$ cat src/rtl/threebitcounter_pkg.sv
// Shared constants for the threebitcounter block: default width and reset count.
package threebitcounter_pkg;

   localparam int WIDTH_DEFAULT = 3;
   localparam int RESET_COUNT   = 0;

endpackage

$ cat src/rtl/threebitcounter.sv
// Loadable WIDTH-bit up counter with synchronous active-high reset.
// Priority at each edge: rst, then ld, then inc, then hold.
module threebitcounter
   import threebitcounter_pkg::*;
#(
   parameter int WIDTH = WIDTH_DEFAULT
) (
   input  logic             clk,
   input  logic             rst,
   input  logic             ld,
   input  logic             inc,
   input  logic [WIDTH-1:0] data_in,
   output logic [WIDTH-1:0] data_out
);

   logic [WIDTH-1:0] count;

   // Increment wraps naturally at 2^WIDTH; there is no carry or sticky flag.
   always_ff @(posedge clk) begin
      if (rst) begin
         count <= WIDTH'(RESET_COUNT);
      end else if (ld) begin
         count <= data_in;
      end else if (inc) begin
         count <= count + WIDTH'(1);
      end
   end

   assign data_out = count;

endmodule

$ cat config.mk
export PLATFORM = sky130hd
export DESIGN_NAME = threebitcounter
export DESIGN_NICKNAME = d
export VERILOG_FILES = /design/src/rtl/threebitcounter_pkg.sv /design/src/rtl/threebitcounter.sv
export SDC_FILE = /design/constraint.sdc
export NUM_CORES = 1
export LEC_CHECK = 0
export CORE_AREA = 2 2 39 41
export DETAILED_ROUTE_END_ITERATION = 7
export DIE_AREA = 0 0 41 43
export HOLD_SLACK_MARGIN = 0.1
export SLEW_MARGIN = 15
export SYNTH_ARGS = -nofsm -noshare
export SYNTH_HDL_FRONTEND = slang
export SYNTH_SLANG_ARGS = --single-unit
$ cat constraint.sdc
create_clock -name clk -period 1 [get_ports clk]
set_input_delay 0.2 -clock clk [delete_from_list [all_inputs] [get_ports clk]]
set_output_delay 0.2 -clock clk [all_outputs]
set_load 0.05 [all_outputs]
# Yosys cells after proc, flatten, opt, wreduce, memory -nomap -nowiden
# Cells that the tools add are included.
# totals
ff_bits	3
inputBits	7
out_inout_bits	3
wordCells	5
# classes
n_addsub	1
mux	2
n_reduce_logical	1
# ops
op	count
2-to-1 mux 3 bit	2
adder 3 x 1 -> 3 bit, second input constant	1
nonzero test 2 bit	1

# Depth between registers and ports, before layout
# Gate-level depths: netlist of the first run.
# depth
word_depth	3
mapped_depth	3
mapped_depth_nobuf	3

# Worst setup path before layout of the first run
# Ideal clock, no wire load.
# synth_timing
path_type	reg-to-reg
startpoint	reg count[0] (netlist: data_out[0])
endpoint	reg count[2] (netlist: data_out[2])
setup_time_ns	0.103
arrival_time_ns	1.231
required_ns	0.897
slack_ns	-0.335
path_stages_with_launch	4
path_buffers	0
period_less_slack_ns	1.335
cell_sequence	dfxtp_1 -> ha_1 -> a211oi_1 -> a2111oi_2
# synth_between
elab_chain_cells	3
# synth_rtl
item	line_no	text
start: declaration	threebitcounter.sv:16	logic [WIDTH-1:0] count;
start signal: assignment	threebitcounter.sv:21	count <= WIDTH'(RESET_COUNT);
start signal: assignment	threebitcounter.sv:23	count <= data_in;
start signal: assignment	threebitcounter.sv:25	count <= count + WIDTH'(1);
adder 3 x 1 -> 3 bit	threebitcounter.sv:25	
2-to-1 mux 3 bit	threebitcounter.sv:24	end else if (inc) begin
2-to-1 mux 3 bit	threebitcounter.sv:22	end else if (ld) begin
# Every way passes these cells. The select of a mux whose other input is x is not followed.
# A chain may end at the register's enable or synchronous reset.

# Final worst setup path of the first run
# layout_timing
startpoint	reg count[0] (netlist: data_out[0])
endpoint	out data_out[0]
# layout_lines
item	line_no	text
end: declaration	threebitcounter.sv:13	output logic [WIDTH-1:0] data_out
# No word-level cell between the ends.

==> metrics.md, run 1 <==
| Metric | Value |
|---|---|
| Clk sinks | 3 |
| Clock tree from TritonCTS | built |
| Vias | 176 |
| Row cnt | 14 |
| Worst hold path type | in2reg |
| Area growth syn-to-layout | 148% |
| Worst slew margin | 82.1% |
| Status | complete, but fails checks |
| Ant diodes | 0 |
| Clock tree buffer depth | 2 |
| PortBufs | 9 |
| Synth Warn # | 0 |
| Post-route worst setup slack | -0.0276 ns |
| Pwr/cell area | 1320 nW/um2 |
| Clk root buf | clkbuf_4 |
| Peak supply drop | 0.299 mV |
| Die Wd | 41 um |
| Distinct cells, synth | 9 |
| Vias per inst | 3.59 |
| Leak | 0.164 nW |
| Critical path class | reg2out |
| Post-synthesis cell count | 15 |
| Register area | 68.8 um2 |
| Final setup fails | 2 |
| Initial DRT Pass Iterations | 4 |
| Worst-skew pair later-pin latency | 0.23 ns |
| DR iter-0 viols | 1 |
| Vias in the first global route | 172 |
| Final Hold Fails | 0 |
| Min Hold Slack | 0.447 ns |
| DR WL/cell | 8.16 um |
| Crit path max fanout | 2 |
| Max-slew violations | 0 |
| Grt total ovfl | 0 |
| Die height | 43 um |
| Post-Syn Area | 159 um2 |
| Seq/Total Area, Yosys | 37.8% |
| Antenna violations before repair | 0 |
| WL final | 400 um |
| Placer Congestion | 0.605 |
| Crit path required time | 0.80 ns |
| Syn Nets | 23 |
| Placeable Area | 1380 um2 |
| Tmin final | 1.03 ns |
| Max reg flops | 3 |
| Fin nets | 42 |
| Largest net degree at the start of global routing | 7 |
| Share of cells above drive strength 1 | 51.5% |
| Fillers | 151 |
| CTS Buf Count | 3 |
| Critical Path Start Type | flop |
| Clk pin slew, worst setup/hold paths | 0.03 ns |
| Io pins | 10 |
| Post-route cell area | 394 um2 |
| Syn avg cell area | 10.6 um2 |
| Crit end category | primary output |
| Initial Utilization | 11.5% |
| Fin crit share | 103% |
| Die area | 1760 um2 |
| Worst clock skew | 0.000442 ns |
| FMAX | 973 MHz |
| First-pass GRT wire length | 648 um |
| Drt drc | 0 |
| Max Cap Viol | 0 |
| CP arrival | 0.83 ns |
| Violated checks | negative setup slack |
| Worst Tran Pin Value | 0.269 ns |
| Yosys reg bits | 3 |
| Placed inst area | 355 um2 |
| Detail Route Antenna Nets | 0 |
| RSZ-0062 raised after global routing | yes |
| Global-route usage over all layers | 6.42% |
| Multi-input logic area | 109 um2 |
| Fin Setup TNS | -0.0541 ns |
| H-tree Lvls | 1 |
[worst max-delay path, stage by stage, from the launching register on]
cell and delay (ns):
dfxtp_4 0.34, buf_6 0.12, buf_12 0.14
[stage by stage]
| stage | util (%) | worst slack, ns | total power [mW] | instances |
|---|---|---|---|---|
| CTS | 28.5 | -0.0421 | 0.535 | 49 |
| finish | 28.5 | -0.0276 | 0.519 | 49 |
| global placement | 25.7 | -0.322 | 0.308 | 44 |
| detailed placement | 25.7 | -0.346 | 0.308 | 44 |
| floorplan | - | -0.0159 | 0.210 | 15 |
| global route | 28.5 | -0.0481 | 0.548 | 49 |
[cells by family (layout without fill, tap and decap cells)]
family	after synthesis	after routing	synth area share [%]
buffers and inverters	2	20	4.73
XOR/XNOR	1	1	5.51
multiplexers	1	1	6.30
flip-flops	3	3	37.8
AO/OA/AOI/OAI	4	4	23.6
adder cells (fa/ha/maj)	1	1	7.87
AND/OR/NAND/NOR	3	3	14.2
[Yosys cell counts]
library cell	number	area, um2
ha_1	1	12.5
dfxtp_1	3	60.1
a2111oi_2	1	15.0
nor2b_1	2	12.5
xnor2_1	1	8.76
inv_1	2	7.51
and4b_1	1	10.0
mux2i_1	1	10.0
a211oi_1	3	22.5
[power by group]
group	leakage [nW]	switching (mW)	internal, mW
logic	0.123	0.0713	0.0972
registers	0.0264	0.0117	0.131
clock network	0.0150	0.0583	0.149
total	0.164	0.141	0.378
[worst paths after layout]
path,start,to,slack (ns),cells past startpoint
setup / recovery,data_out[0],data_out[0],-0.03,2
hold / removal,ld,data_out[1],0.45,3
setup reg to reg,data_out[1],data_out[2],0.01,3
hold reg to reg,data_out[2],data_out[2],0.61,2
[cells in the final DEF (no fill, tap or decap), types with 2 or more instances in the layout]
cell,n
buf_4,3
dfxtp_4,2
dlygate4sd2_1,2
clkdlybuf4s50_1,4
nor2b_1,2
inv_1,2
a211oi_1,2
clkbuf_4,3
buf_6,2
buf_12,3
[area by class of cell]
| class | count | share of cell area, % |
|---|---|---|
| Timing Repair Buffer | 14 | 41.3 |
| Multi-Input combinational cell | 10 | 27.6 |
| Sequential cell | 3 | 17.5 |
| Clock buffer | 4 | 6.67 |
| Tap cell | 16 | 5.08 |
| Inverter | 2 | 1.90 |
[layer usage]
metal / wire length [um] / track usage (%)
met1: 173 / 7.05
met2: 180 / 6.56
met3: 47 / 3.14
met4: 0 / 10.0
met5: 0 / 0
[repair_timing]
action,CTS,global route
gates resized for setup,4,0
setup buffers,1,0
hold buffers,0,0
hold endpoints to repair,0,0
endpoints found under the setup margin,3,3
Note: power is estimated with default switching activity, not from simulation.
==> run 2: changes to the inputs <==
- CAP_MARGIN: default -> 10
==> results of run 2 <==
The final DEF is identical to that of run 1; final timing and power are the same.
